## config.mk

```make
export PLATFORM = sky130hd
export DESIGN_NAME = display_scan_ctrl
export DESIGN_NICKNAME = d
export VERILOG_FILES = /design/src/rtl/display_pkg.sv /design/src/rtl/decoder.sv /design/src/rtl/display_scan_ctrl.sv
export SDC_FILE = /design/constraint.sdc
export NUM_CORES = 1
export LEC_CHECK = 0
export BUFFER_PORTS_ARGS = -buffer_cell sky130_fd_sc_hd__buf_2
export CAP_MARGIN = 15
export CORE_MARGIN = 2
export CORE_UTILIZATION = 55
export CTS_CLUSTER_DIAMETER = 40
export DETAILED_ROUTE_END_ITERATION = 7
export PLACE_DENSITY = 0.76
export SLEW_MARGIN = 20
export SYNTH_ARGS = -nofsm -noshare
export SYNTH_HDL_FRONTEND = slang
export SYNTH_SLANG_ARGS = --single-unit
export TNS_END_PERCENT = 1
```

## constraint.sdc

```tcl
create_clock -name clk -period 2.6 [get_ports clk]
set_input_delay 0.52 -clock clk [delete_from_list [all_inputs] [get_ports clk]]
set_output_delay 0.52 -clock clk [all_outputs]
set_load 0.05 [all_outputs]
```

## src/rtl/display_pkg.sv

```systemverilog
// Shared types and constants for the 7-segment scan controller and its decoder.
// Segment byte layout is {a,b,c,d,e,f,g,dp}, active-high.
package display_pkg;

   typedef enum logic {
      BLANK = 1'b0,
      SHOW  = 1'b1
   } scan_state_e;

   localparam logic [7:0] SEG_BLANK = 8'h00;
   localparam logic [3:0] BCD_MAX   = 4'd9;

   localparam int SEG_A  = 7;
   localparam int SEG_B  = 6;
   localparam int SEG_C  = 5;
   localparam int SEG_D  = 4;
   localparam int SEG_E  = 3;
   localparam int SEG_F  = 2;
   localparam int SEG_G  = 1;
   localparam int SEG_DP = 0;

   // Non-BCD codes and blanked leading zeros go dark entirely, decimal point included.
   function automatic logic [7:0] seg_select(
      input logic [7:0] dec,
      input logic [3:0] bcd,
      input logic       dp,
      input logic       lz_blank
   );
      logic [7:0] seg;
      seg = SEG_BLANK;
      if ((bcd > BCD_MAX) || lz_blank) begin
         seg = SEG_BLANK;
      end else begin
         seg         = dec;
         seg[SEG_DP] = dp;
      end
      return seg;
   endfunction

endpackage

```

## src/rtl/decoder.sv

```systemverilog
// BCD to 7-segment decoder; the dp bit is always low and codes above 9 decode to dark.
module decoder
   import display_pkg::*;
(
   input  logic [3:0] bcd_i,
   output logic [7:0] seg_o
);

   logic [6:0] abcdefg;

   // Segment pattern lookup, then placement into the shared segment byte layout
   always_comb begin
      case (bcd_i)
         4'd0:    abcdefg = 7'b1111110;
         4'd1:    abcdefg = 7'b0110000;
         4'd2:    abcdefg = 7'b1101101;
         4'd3:    abcdefg = 7'b1111001;
         4'd4:    abcdefg = 7'b0110011;
         4'd5:    abcdefg = 7'b1011011;
         4'd6:    abcdefg = 7'b1011111;
         4'd7:    abcdefg = 7'b1110010;
         4'd8:    abcdefg = 7'b1111111;
         4'd9:    abcdefg = 7'b1111011;
         default: abcdefg = 7'b0000000;
      endcase
      seg_o        = SEG_BLANK;
      seg_o[SEG_A] = abcdefg[6];
      seg_o[SEG_B] = abcdefg[5];
      seg_o[SEG_C] = abcdefg[4];
      seg_o[SEG_D] = abcdefg[3];
      seg_o[SEG_E] = abcdefg[2];
      seg_o[SEG_F] = abcdefg[1];
      seg_o[SEG_G] = abcdefg[0];
   end

endmodule

```

## src/rtl/display_scan_ctrl.sv

```systemverilog
// Time-multiplexed scan controller for a multi-digit 7-segment display.
// New digit values are held pending and committed only at the frame wrap, so a frame never tears.
module display_scan_ctrl
   import display_pkg::*;
#(
   parameter int NUM_DIGITS = 4,
   parameter int SHOW_CYC   = 1000,
   parameter int BLANK_CYC  = 16
) (
   input  logic                    clk,
   input  logic                    rst_n,
   input  logic                    load,
   input  logic [4*NUM_DIGITS-1:0] bcd_in,
   input  logic [NUM_DIGITS-1:0]   dp_in,
   input  logic                    blank_lz,
   output logic                    load_ack,
   output logic                    frame_done,
   output logic [NUM_DIGITS-1:0]   digit_en,
   output logic [7:0]              seg_out
);

   localparam int IDX_W   = $clog2(NUM_DIGITS);
   localparam int CNT_MAX = (SHOW_CYC > BLANK_CYC) ? SHOW_CYC : BLANK_CYC;
   localparam int CNT_W   = (CNT_MAX > 1) ? $clog2(CNT_MAX) : 1;

   localparam logic [IDX_W-1:0] LAST_IDX   = IDX_W'(NUM_DIGITS - 1);
   localparam logic [CNT_W-1:0] SHOW_LAST  = CNT_W'(SHOW_CYC - 1);
   localparam logic [CNT_W-1:0] BLANK_LAST = CNT_W'(BLANK_CYC - 1);

   scan_state_e               state_q;
   logic [CNT_W-1:0]          cnt_q;
   logic [IDX_W-1:0]          idx_q;
   logic [4*NUM_DIGITS-1:0]   active_q;
   logic [NUM_DIGITS-1:0]     active_dp_q;
   logic [4*NUM_DIGITS-1:0]   pending_q;
   logic [NUM_DIGITS-1:0]     pending_dp_q;
   logic                      pend_q;
   logic [NUM_DIGITS-1:0]     digit_en_q;
   logic [7:0]                seg_q;
   logic                      load_ack_q;
   logic                      frame_done_q;

   logic [3:0]                cur_bcd;
   logic                      cur_dp;
   logic [7:0]                dec_seg;
   logic [7:0]                seg_d;
   logic [IDX_W-1:0]          idx_d;
   logic                      show_end;
   logic                      blank_end;
   logic                      frame_end;
   logic [NUM_DIGITS-1:0]     lz_mask;
   logic                      zero_above;

   decoder u_decoder (
      .bcd_i (cur_bcd),
      .seg_o (dec_seg)
   );

   // Leading-zero mask: a digit is blankable when it and every digit above it are zero
   always_comb begin
      lz_mask    = '0;
      zero_above = 1'b1;
      for (int k = NUM_DIGITS - 1; k >= 1; k--) begin
         zero_above = zero_above && (active_q[4*k +: 4] == 4'd0);
         lz_mask[k] = zero_above;
      end
   end

   // Digit mux, slot-end detection and the segment byte latched on slot entry
   always_comb begin
      cur_bcd   = active_q[{idx_q, 2'b00} +: 4];
      cur_dp    = active_dp_q[idx_q];
      show_end  = (state_q == SHOW) && (cnt_q == SHOW_LAST);
      blank_end = (state_q == BLANK) && (cnt_q == BLANK_LAST);
      frame_end = show_end && (idx_q == LAST_IDX);
      idx_d     = (idx_q == LAST_IDX) ? {IDX_W{1'b0}} : (idx_q + IDX_W'(1));
      seg_d     = seg_select(dec_seg, cur_bcd, cur_dp, blank_lz && lz_mask[idx_q]);
   end

   // Scan FSM with registered digit enables, segments and frame pulses
   always_ff @(posedge clk or negedge rst_n) begin
      if (!rst_n) begin
         state_q      <= BLANK;
         cnt_q        <= '0;
         idx_q        <= '0;
         digit_en_q   <= '0;
         seg_q        <= SEG_BLANK;
         frame_done_q <= 1'b0;
         load_ack_q   <= 1'b0;
      end else begin
         frame_done_q <= frame_end;
         load_ack_q   <= frame_end && pend_q;
         case (state_q)
            BLANK: begin
               if (blank_end) begin
                  state_q    <= SHOW;
                  cnt_q      <= '0;
                  digit_en_q <= NUM_DIGITS'(1) << idx_q;
                  seg_q      <= seg_d;
               end else begin
                  cnt_q      <= cnt_q + CNT_W'(1);
               end
            end
            SHOW: begin
               if (show_end) begin
                  state_q    <= BLANK;
                  cnt_q      <= '0;
                  idx_q      <= idx_d;
                  digit_en_q <= '0;
                  seg_q      <= SEG_BLANK;
               end else begin
                  cnt_q      <= cnt_q + CNT_W'(1);
               end
            end
            default: begin
               state_q    <= BLANK;
               cnt_q      <= '0;
               digit_en_q <= '0;
               seg_q      <= SEG_BLANK;
            end
         endcase
      end
   end

   // Shadow registers: loads land in pending, which moves to active only at the frame wrap
   always_ff @(posedge clk or negedge rst_n) begin
      if (!rst_n) begin
         active_q     <= '0;
         active_dp_q  <= '0;
         pending_q    <= '0;
         pending_dp_q <= '0;
         pend_q       <= 1'b0;
      end else begin
         if (frame_end && pend_q) begin
            active_q    <= pending_q;
            active_dp_q <= pending_dp_q;
         end
         if (load) begin
            pending_q    <= bcd_in;
            pending_dp_q <= dp_in;
            pend_q       <= 1'b1;
         end else if (frame_end) begin
            pend_q       <= 1'b0;
         end
      end
   end

   assign load_ack   = load_ack_q;
   assign frame_done = frame_done_q;
   assign digit_en   = digit_en_q;
   assign seg_out    = seg_q;

endmodule

```

==> metrics.md <==
| Metric | Value |
|---|---|
| Routed length per instance | `15.9 um` |
| Die Wd | `80.0 um` |
| Htree depth | `3` |
| Final setup vio count | `0` |
| Netlist Area Pre-Place | `3170 um2` |
| First-pass GRT wire length | `9.45 mm` |
| Routed vias/inst | `5.44` |
| # port buffers | `37` |
| Initial Util | `0.573` |
| Post-synthesis sequential area ratio | `0.536` |
| Peak Freq | `422 MHz` |
| Top-count cell post-synth | `dfrtp_1` |
| Detailed Route WL | `5.59 mm` |
| Yosys cell types | `38` |
| Max FO, Critical Path | `20` |
| Chip Height | `80.0 um` |
| # DRC | `0` |
| Worst skew pair latency | `0.35 ns` |
| Slew HR | `0.383` |
| Final Hold Vio Count | `0` |
| Post-cts resize count | `0` |
| Ys flop type | `dfrtp_1` |
| Slew @ Worst Pin | `0.925 ns` |
| Synth top area share | `0.536` |
| Setup TNS | `0 ns` |
| Syn. warnings | `0` |
| Die area | `6400 um2` |
| CP cell instances | `or3b_1 > or4_1 > nor2_8 > mux2_4` |
| Total power | `2.27 mW` |
| Post-route ant nets | `0` |
| Peak supply drop | `358 uV` |
| Total global-route track usage | `0.200` |
| Syn Inst Count | `235` |
| Vias in the first global route | `1985` |
| Post-synth EDFFs | `0` |
| Initial antenna violation count | `0` |
| Post-DP HPWL | `3.89 mm` |
| Final period utilization | `0.911` |
| Period minus WS final | `2.37 ns` |
| Most frequent cells after synthesis | `dfrtp_1 (68), mux2_2 (20), mux2_4 (20), nand2_1 (13), nor2_1 (13)` |
| # Post-CTS Setup Buffers | `0` |
| Top cells by area, synth | `dfrtp_1 (54%), mux2_4 (9.5%), mux2_2 (7.1%), ha_1 (4.3%), mux4_2 (3.5%)` |
| Total number of vias | `1914` |
| Async SR Flop Fraction | `1.00` |
| CTS Hold Buffers Added | `0` |
| Syn Area/Cell | `13.5 um2` |
| Core Area | `5540 um2` |
| Area leader, netlist | `dfrtp_1` |
| CP Capture Type | `register` |
| Data arrival, critical path | `2.60 ns` |
| Grt ovf | `0` |
| Leakage | `1.71 nW` |
| Cts bufs inserted | `9` |
| Req. time, crit path | `2.83 ns` |
| Worst Hold Class | `primary input to async pin` |
| Clock buffer depth | `2` |
| Diode count | `0` |
| DRT iter0 DRCs | `71` |
| Status | `complete, no violations` |
| Max_cap viols | `0` |
| Flops & latches, synth | `68` |
| Nets | `310` |
| CP max stage cell | `or4_1` |
| P&R area growth vs syn | `14.5%` |
| Share of cells above drive strength 1 | `0.371` |
| Clk sinks | `68` |
| Classification of the worst setup path | `register to register` |
| Power Density | `624 nW/um2` |
| DRT Pass-1 Iters | `4` |
| Final worst slack | `0.233 ns` |
| TritonCTS clock tree | `done` |
| Fin. max-slew vios | `0` |
| Startpoint type of the worst setup path | `register` |
| Setup WS pre-CTS | `0.258 ns` |
| Gpl congestion | `0.774` |
| Slowest stage delay, CP | `0.57 ns` |
| RSZ-0062 raised after global routing | `false` |
| I/O pins | `38` |
| Largest net degree at the start of global routing | `33` |
| Net count after synthesis | `270` |
| Clock Skews | `0.0103 ns` |
| CTS clk-pin slew, worst paths | `0.08 ns` |
| Cell row count | `27` |
| CTS Root Cell | `clkbuf_8` |
## worst max-delay path, delay by kind of cell, from the launching register on
family           cells  cell delay, ns
AND/OR/NAND/NOR      3            1.43
flip-flops           1            0.47
multiplexers         1            0.34
## final cells by class
| class | instances | area (um2) |
|---|---|---|
| Inverter | 8 | 30.0 |
| Multi-Input combinational cell | 147 | 1350 |
| Timing Repair Buffer | 41 | 215 |
| Clock inverter | 6 | 111 |
| Clock buffer | 10 | 138 |
| Sequential cell | 68 | 1700 |
| Tap cell | 72 | 90.1 |
| Fill cell | 433 | 1910 |
## layer usage
layer | global-route usage | vias to the layer above | share of wire
li1 | - | 919 | -
met1 | 0.266 | 947 | 0.48
met2 | 0.304 | 39 | 0.47
met3 | 0.0532 | 9 | 0.040
met4 | 0.0932 | 0 | 0.016
met5 | 0 | - | 0
## registers in the layout, summed over array words and instances (netlist names)
| name | cells |
|---|---|
| pending_q | 16 |
| frame_done | 1 |
| state_q | 1 |
| active_q | 16 |
| pend_q | 1 |
| idx_q | 2 |
| seg_out | 8 |
| cnt_q | 10 |
| digit_en | 4 |
| pending_dp_q | 4 |
| active_dp_q | 4 |
| load_ack | 1 |
## placed cells by master, fill, tap and decap left out, types with 3 or more instances in the layout
master	n
ha_1	11
nor2_1	13
nand3_1	3
nand2_1	13
inv_1	8
mux2_2	20
nor3_1	4
a21oi_1	5
mux2_4	20
and3_1	4
buf_2	37
clkbuf_8	10
o2bb2ai_1	8
buf_4	4
xor2_1	4
nor4_1	5
bufinv_16	3
o21ai_0	3
mux4_2	5
a22o_1	4
dfrtp_1	68
xnor2_1	4
## report_power, final
group | total (mW) | internal [mW] | switching, mW
logic | 0.0810 | 0.0426 | 0.0384
registers | 1.11 | 1.09 | 0.0187
clock network | 1.08 | 0.663 | 0.416
## cells by family after synthesis
family,Yosys count,share of synthesized area
and+or+nand+nor,56,0.0950
DFF,68,0.536
AOI/OAI and AO/OA,26,0.0603
buffers and inverters,20,0.0390
adders and majority gates,11,0.0434
muxes,46,0.204
xor gates and xnor gates,8,0.0221
## worst paths after layout
path                            startpoint  slack, ns              end  cells past startpoint
worst min register to register    cnt_q[0]       0.47         cnt_q[0]                      1
max in group asynchronous            rst_n       1.55       seg_out[0]                      2
min in group clk                  dp_in[0]       0.39  pending_dp_q[0]                      2
worst max register to register    cnt_q[4]       0.23      active_q[0]                      4
worst min-delay path                 rst_n       0.22       seg_out[7]                      1
worst max-delay path              cnt_q[4]       0.23      active_q[0]                      4
## through the flow
stage | cells | hold slack, ns | area, um2 | util
after floorplan | 235 | 0.224 | 3170 | -
after global placement | 336 | 0.448 | 3390 | 0.611
after detailed placement | 336 | 0.458 | 3390 | 0.611
after CTS | 352 | 0.241 | 3630 | 0.656
after global routing | 352 | 0.281 | 3630 | 0.656
final | 352 | 0.218 | 3630 | 0.656
No activity file was read; power rests on OpenSTA's default activity.
